[src/rtl/mips_pkg.sv]
// mips_pkg: definitions shared by the instruction fetch unit and its timer.
//   WORD_W        instruction / address width
//   ALIGN_MASK    low address bits that must be zero for a word fetch
//   TIMER_W       width of the memory-wait timer
//   fetch_state_e fetch FSM state encoding
//   is_misaligned word-alignment test on the low address bits
package mips_pkg;

    localparam int         WORD_W     = 32;
    localparam logic [1:0] ALIGN_MASK = 2'b11;
    localparam int         TIMER_W    = 8;

    typedef enum logic [2:0] {
        ST_IDLE  = 3'd0,
        ST_BUSY  = 3'd1,
        ST_VALID = 3'd2,
        ST_DRAIN = 3'd3,
        ST_ERR   = 3'd4
    } fetch_state_e;

    function automatic logic is_misaligned(input logic [1:0] addr_lsb);
        return (addr_lsb & ALIGN_MASK) != 2'b00;
    endfunction

endpackage

[src/rtl/fetch_timer.sv]
// fetch_timer: saturating wait counter for memory requests.
//   clk_i      clock, rising edge
//   rst_ni     asynchronous active-low reset
//   clr_i      synchronous clear (wins over enable)
//   en_i       count one more cycle
//   expired_o  high while the count equals TIMEOUT-1, i.e. on the last
//              allowed wait cycle
module fetch_timer
    import mips_pkg::*;
#(
    parameter int TIMEOUT = 255
) (
    input  logic clk_i,
    input  logic rst_ni,
    input  logic clr_i,
    input  logic en_i,
    output logic expired_o
);

    localparam logic [TIMER_W-1:0] LIMIT   = TIMER_W'(TIMEOUT - 1);
    localparam logic [TIMER_W-1:0] SAT_MAX = '1;

    logic [TIMER_W-1:0] count_q;
    logic [TIMER_W-1:0] count_d;

    always_comb begin
        count_d = count_q;
        if (clr_i) begin
            count_d = '0;
        end else if (en_i && (count_q != SAT_MAX)) begin
            count_d = count_q + TIMER_W'(1);
        end
    end

    always_ff @(posedge clk_i or negedge rst_ni) begin
        if (!rst_ni) begin
            count_q <= '0;
        end else begin
            count_q <= count_d;
        end
    end

    assign expired_o = (count_q == LIMIT);

endmodule

[src/rtl/instr_fetch_unit.sv]
// instr_fetch_unit: takes the PC address, reads the instruction memory with
// a req/ack handshake and hands the instruction to decode (valid/ready).
//   clock, reset      rising-edge clock, asynchronous active-low reset
//   pc, pc_valid      fetch request from the PC register
//   flush             redirect: abandon the current fetch
//   pc_stall          PC must hold (address not accepted this cycle)
//   mem_req/mem_addr  memory read request, held until mem_ack
//   mem_ack/mem_rdata one-cycle read completion with data
//   instr/instr_pc    fetched instruction and its address
//   instr_valid/ready handshake to decode
//   fetch_err         misaligned address or memory timeout, held until flush
module instr_fetch_unit
    import mips_pkg::*;
#(
    parameter int TIMEOUT = 255
) (
    input  logic              clock,
    input  logic              reset,
    input  logic [WORD_W-1:0] pc,
    input  logic              pc_valid,
    input  logic              flush,
    output logic              pc_stall,
    output logic              mem_req,
    output logic [WORD_W-1:0] mem_addr,
    input  logic              mem_ack,
    input  logic [WORD_W-1:0] mem_rdata,
    output logic [WORD_W-1:0] instr,
    output logic [WORD_W-1:0] instr_pc,
    output logic              instr_valid,
    input  logic              instr_ready,
    output logic              fetch_err
);

    fetch_state_e      state_q;
    logic              mem_req_q;
    logic [WORD_W-1:0] mem_addr_q;
    logic [WORD_W-1:0] instr_q;
    logic [WORD_W-1:0] instr_pc_q;
    logic              instr_valid_q;
    logic              fetch_err_q;

    logic accept_ok;
    logic enter_drain;
    logic timer_clr;
    logic timer_en;
    logic timer_expired;

    // Timer restarts on every entry to BUSY or DRAIN, so a drain gets its
    // own full TIMEOUT window.
    assign accept_ok   = (state_q == ST_IDLE) && pc_valid && !flush
                         && !is_misaligned(pc[1:0]);
    assign enter_drain = (state_q == ST_BUSY) && flush && !mem_ack;
    assign timer_clr   = accept_ok || enter_drain;
    assign timer_en    = ((state_q == ST_BUSY) || (state_q == ST_DRAIN)) && !mem_ack;

    fetch_timer #(
        .TIMEOUT (TIMEOUT)
    ) u_timer (
        .clk_i     (clock),
        .rst_ni    (reset),
        .clr_i     (timer_clr),
        .en_i      (timer_en),
        .expired_o (timer_expired)
    );

    always_ff @(posedge clock or negedge reset) begin
        if (!reset) begin
            state_q       <= ST_IDLE;
            mem_req_q     <= 1'b0;
            mem_addr_q    <= '0;
            instr_q       <= '0;
            instr_pc_q    <= '0;
            instr_valid_q <= 1'b0;
            fetch_err_q   <= 1'b0;
        end else begin
            unique case (state_q)
                ST_IDLE: begin
                    if (pc_valid && !flush) begin
                        if (is_misaligned(pc[1:0])) begin
                            state_q     <= ST_ERR;
                            fetch_err_q <= 1'b1;
                        end else begin
                            state_q    <= ST_BUSY;
                            mem_req_q  <= 1'b1;
                            mem_addr_q <= pc;
                        end
                    end
                end
                ST_BUSY: begin
                    if (mem_ack) begin
                        mem_req_q <= 1'b0;
                        // An ack coinciding with flush completes the read
                        // but its data belongs to the abandoned path.
                        if (flush) begin
                            state_q <= ST_IDLE;
                        end else begin
                            state_q       <= ST_VALID;
                            instr_q       <= mem_rdata;
                            instr_pc_q    <= mem_addr_q;
                            instr_valid_q <= 1'b1;
                        end
                    end else if (flush) begin
                        // Request stays up at the same address until the
                        // memory answers; the answer is then thrown away.
                        state_q <= ST_DRAIN;
                    end else if (timer_expired) begin
                        state_q     <= ST_ERR;
                        mem_req_q   <= 1'b0;
                        fetch_err_q <= 1'b1;
                    end
                end
                ST_VALID: begin
                    if (flush || instr_ready) begin
                        state_q       <= ST_IDLE;
                        instr_valid_q <= 1'b0;
                    end
                end
                ST_DRAIN: begin
                    if (mem_ack || timer_expired) begin
                        state_q   <= ST_IDLE;
                        mem_req_q <= 1'b0;
                    end
                end
                ST_ERR: begin
                    if (flush) begin
                        state_q     <= ST_IDLE;
                        fetch_err_q <= 1'b0;
                    end
                end
                default: begin
                    state_q       <= ST_IDLE;
                    mem_req_q     <= 1'b0;
                    instr_valid_q <= 1'b0;
                    fetch_err_q   <= 1'b0;
                end
            endcase
        end
    end

    assign pc_stall    = (state_q != ST_IDLE);
    assign mem_req     = mem_req_q;
    assign mem_addr    = mem_addr_q;
    assign instr       = instr_q;
    assign instr_pc    = instr_pc_q;
    assign instr_valid = instr_valid_q;
    assign fetch_err   = fetch_err_q;

endmodule

[config.mk]
export PLATFORM = sky130hd
export DESIGN_NAME = instr_fetch_unit
export DESIGN_NICKNAME = d
export VERILOG_FILES = /design/src/rtl/mips_pkg.sv /design/src/rtl/fetch_timer.sv /design/src/rtl/instr_fetch_unit.sv
export SDC_FILE = /design/constraint.sdc
export NUM_CORES = 1
export LEC_CHECK = 0
export CORE_ASPECT_RATIO = 2
export CORE_UTILIZATION = 48
export DETAILED_ROUTE_END_ITERATION = 6
export PLACE_DENSITY = 0.86
export SETUP_SLACK_MARGIN = 0.4
export SYNTH_ARGS = -nofsm -noshare
export SYNTH_HDL_FRONTEND = slang
export SYNTH_SLANG_ARGS = --single-unit
export TNS_END_PERCENT = 5
[constraint.sdc]
create_clock -name clock -period 3.4 [get_ports clock]
set_input_delay 0.68 -clock clock [delete_from_list [all_inputs] [get_ports clock]]
set_output_delay 0.68 -clock clock [all_outputs]
set_load 0.01 [all_outputs]
==> results by group <==
Critical path
  • Reg-to-Reg Start: state_q[2]
  • Critical path type: reg -> out
  • Worst setup path end: pc_stall
  • Crit path arrival time: approximately 1.9 ns
  • Cells along the critical path: inv_1 -> nand2_1 -> clkdlybuf4s50_1
  • Req. time, crit path: 2.72 ns
  • Crit path buffers/inverters: 2
  • Setup slack of the worst register-to-register path: roughly 1.2 ns
  • Slowest CP cell: sky130_fd_sc_hd__dfrtp_1
  • Kind of launch point of the worst setup path: flip-flop
  • Gate family responsible for the most delay along the worst path: buffers and inverters
  • Endpoint class of the critical path: output port
  • Peak per-stage delay on the critical path: ~0.66 ns
  • Crit Reg-Reg Endpoint: instr[22]
  • Number of cell instances on the worst register-to-register path: 4
  • Critical path depth: 3
  • Timing startpoint of the critical path: state_q[0]
  • Largest driver fanout on the critical path: 17

Placed design
  • Placement-stage worst setup slack: 0.564 ns
  • Weighted congestion reported at the end of routability-driven placement: 0.865
  • Final HPWL DP: 8.56 mm
  • Number of buffer cells added on primary ports: 169
  • Dpl cells: ~570

STA
  • Slew Limit Fails: 0
  • Relative slew slack: between 40% and 50%
  • Min cycle time layout: between 2 and 3 ns
  • Slew @ Worst Pin: 0.771 ns
  • Count of final setup violators: 0
  • Final Hold Vio Count: 0
  • Setup_tns: 0 ns
  • Unrepaired setup endpoints after global routing: no
  • Setup Skew: around 0.0054 ns
  • Achievable Freq: 0.389 GHz
  • Fin worst setup slack: about 0.83 ns
  • Ratio of final minimum period to clock period: between 70% and 80%

Drt
  • Amount of wire on met3 after detailed routing: roughly 840 um
  • Initial DRC Count: 232
  • Number of vias in the routed layout: 3252
  • Remaining antenna violation count: 0
  • DRC violations left: 40
  • Routed wl met2: between 6 and 7 mm
  • Total wire length after detailed routing: between 10 and 15 mm
  • Met1 wire length: 4.14 mm
  • WL/cell: 19.7 um
  • Highest metal layer used by the detailed router: met4
  • DRT Pass-1 Iters: 7
  • Drt via density: roughly 5.5

Clock network
  • Clock root cell: sky130_fd_sc_hd__clkbuf_16
  • Maximum level of the CTS H-tree: 3
  • Clock transition time at the flip-flop clock pins of the worst setup and hold paths: 0.06 ns
  • Cells resized by post-CTS repair: 0
  • Number of CTS-inserted buffers: 9
  • Number of clock sinks: 110
  • Insertion delay to the later sink of the worst-skew pair: 0.35 ns
  • Number of buffers added to fix hold violations after cts: 0
  • Number of post-CTS setup repair buffers: 0
  • Largest buffer count on any clock path: 2
  • TritonCTS clock tree: built

Min path
  • Hold Path Class: in -> async

Logic synthesis
  • Simple-gate area share of the yosys netlist: under 10%
  • Sequential cell area fraction in the yosys report: 60.5%
  • EDFF count, synth: 0
  • Multiplexer share of the synthesized area: about a quarter
  • Number of cells produced by synthesis: around 320
  • Arithmetic-cell share of the synthesized area counting full adders, half adders and majority gates: roughly 1.4%
  • Summed instance area of the synthesized netlist: between 4000 and 5000 um^2
  • Post-synthesis compound-gate area fraction: between 5 and 6%
  • Area share of xor/xnor cells in the synthesized design: 0.770%
  • Average cell area after synthesis: around 14 um^2
  • Largest family of logic cells by synthesized area: multiplexers
  • Warnings from Yosys: 0
  • Async SR Flop Fraction: 100%
  • Largest cells by area after synthesis: sky130_fd_sc_hd__dfrtp_1, sky130_fd_sc_hd__mux2_2, sky130_fd_sc_hd__ha_1
  • Nets in the synthesized netlist: a little under 400
  • Yosys top cell by area: sky130_fd_sc_hd__dfrtp_1
  • Post-synth top area share: between 60% and 70%
  • Post-synthesis cell type count: between 40 and 50
  • Predominant post-synthesis flop cell: sky130_fd_sc_hd__dfrtp_1
  • Count of state elements after synthesis: 110

Power
  • Cell area power density: ~900 nW/um^2
  • Pwr Total: around 5800 uW
  • Peak supply drop: roughly 0.41 mV
  • Leakage power summed over all cells: between 0.002 and 0.003 uW

Floorplan
  • Floorplan Core Area: between 9000 and 10000 um^2
  • I/O pin count: 170
  • Number of standard-cell rows in the floorplan: 49
  • Die area: ~10000 um^2
  • Initial cell density of the core: between 50% and 60%
  • Die width: around 71 um
  • Die H: about 140 um

Global routing
  • GR Overflow Total: 0
  • Largest net degree at the start of global routing: 62
  • Wire length of the first global-routing pass: approximately 18 mm
  • Vias in the first global route: around 3400
  • Total global-route track usage: about 25%
  • Initial antenna violation count: 0

Cells and area
  • Final cell count without fillers: 589
  • Final design utilization: 73.2%
  • Antenna cell count: 0
  • Leading cell type in the layout, fill and taps excluded: sky130_fd_sc_hd__clkdlybuf4s50_1
  • Area growth, synth to finish: 45.9%
  • Layout cells sized above 1: roughly a quarter
  • # nets final: roughly 560
  • Most frequent cells in the layout: sky130_fd_sc_hd__clkdlybuf4s50_1, sky130_fd_sc_hd__dfrtp_1, sky130_fd_sc_hd__mux2_2

Run status
  • Violations in the final reports: DRC
  • Outcome: complete, but fails checks

Job
  • Max-cap violation count: 0
routing by layer:
layer  vias to the layer above  global-route usage [%]
li1                       1461                       -
met1                      1597                    27.3
met2                       160                    43.7
met3                        34                    5.58
met4                         0                    11.8
met5                         -                       0
how the worst min path moves through the flow:
stage,slack [ns],endpoint,from,cells past startpoint
finish,0.41,instr_pc[0],reset,1
floorplan,0.38,fetch_err,reset,0
detailed placement,0.49,mem_addr[0],mem_addr[0],1
global placement,0.49,instr_pc[9],instr_pc[9],1
CTS,0.44,instr[22],reset,1
global route,0.47,instr[22],reset,1
sequential cells by signal (all words and copies together) (netlist names):
register	cells
instr_pc	32
state_q	3
fetch_err	1
u_timer.count_q	8
mem_addr	32
instr_valid	1
instr	32
mem_req	1
cells by family after synthesis:
group / count (synthesis)
buf+inv: 26
simple gates: 47
mux: 94
flops: 110
xor+xnor: 4
fa+ha+maj: 5
compound gates: 29
power breakdown:
group          switching [uW]  internal, uW
combinational             911          1520
clock                     453           593
sequential                428          1900
metrics by stage:
| stage | hold WS [ns] | cell area, um^2 |
|---|---|---|
| 2_1_floorplan | 0.384 | 4550 |
| 3_5_place_dp | 0.491 | 6340 |
| 6_report | 0.412 | 6640 |
| 4_1_cts | 0.439 | 6640 |
| 5_1_grt | 0.468 | 6640 |
| 3_3_place_gp | 0.489 | 6340 |
synth_stat cells (2+ instances only):
master and instances:
sky130_fd_sc_hd__a22o_1 2, sky130_fd_sc_hd__clkbuf_1 2, sky130_fd_sc_hd__and3_1 4, sky130_fd_sc_hd__buf_4 7, sky130_fd_sc_hd__ha_1 5, sky130_fd_sc_hd__a41o_1 2
sky130_fd_sc_hd__inv_1 8, sky130_fd_sc_hd__nand2_1 7, sky130_fd_sc_hd__o31ai_1 2, sky130_fd_sc_hd__mux2_2 94, sky130_fd_sc_hd__nand3_1 3, sky130_fd_sc_hd__buf_2 8
sky130_fd_sc_hd__a31oi_1 2, sky130_fd_sc_hd__dfrtp_1 110, sky130_fd_sc_hd__nand4_1 3, sky130_fd_sc_hd__xnor2_1 4, sky130_fd_sc_hd__o21ai_0 4, sky130_fd_sc_hd__and2_1 2
sky130_fd_sc_hd__a21oi_1 4, sky130_fd_sc_hd__nor4_1 2, sky130_fd_sc_hd__nand4b_1 2, sky130_fd_sc_hd__nor2_1 13, sky130_fd_sc_hd__nor3_1 4
final cells by class:
type                            count  area [um^2]
Clock inverter                      5         57.6
Sequential cell                   110         2750
Fill cell                         602         2440
Clock buffer                       11          243
Timing Repair Buffer              174         1760
Multi-Input combinational cell    179         1660
Tap cell                          102          128
Inverter                            8         30.0
Power figures use the tool's default switching activity.
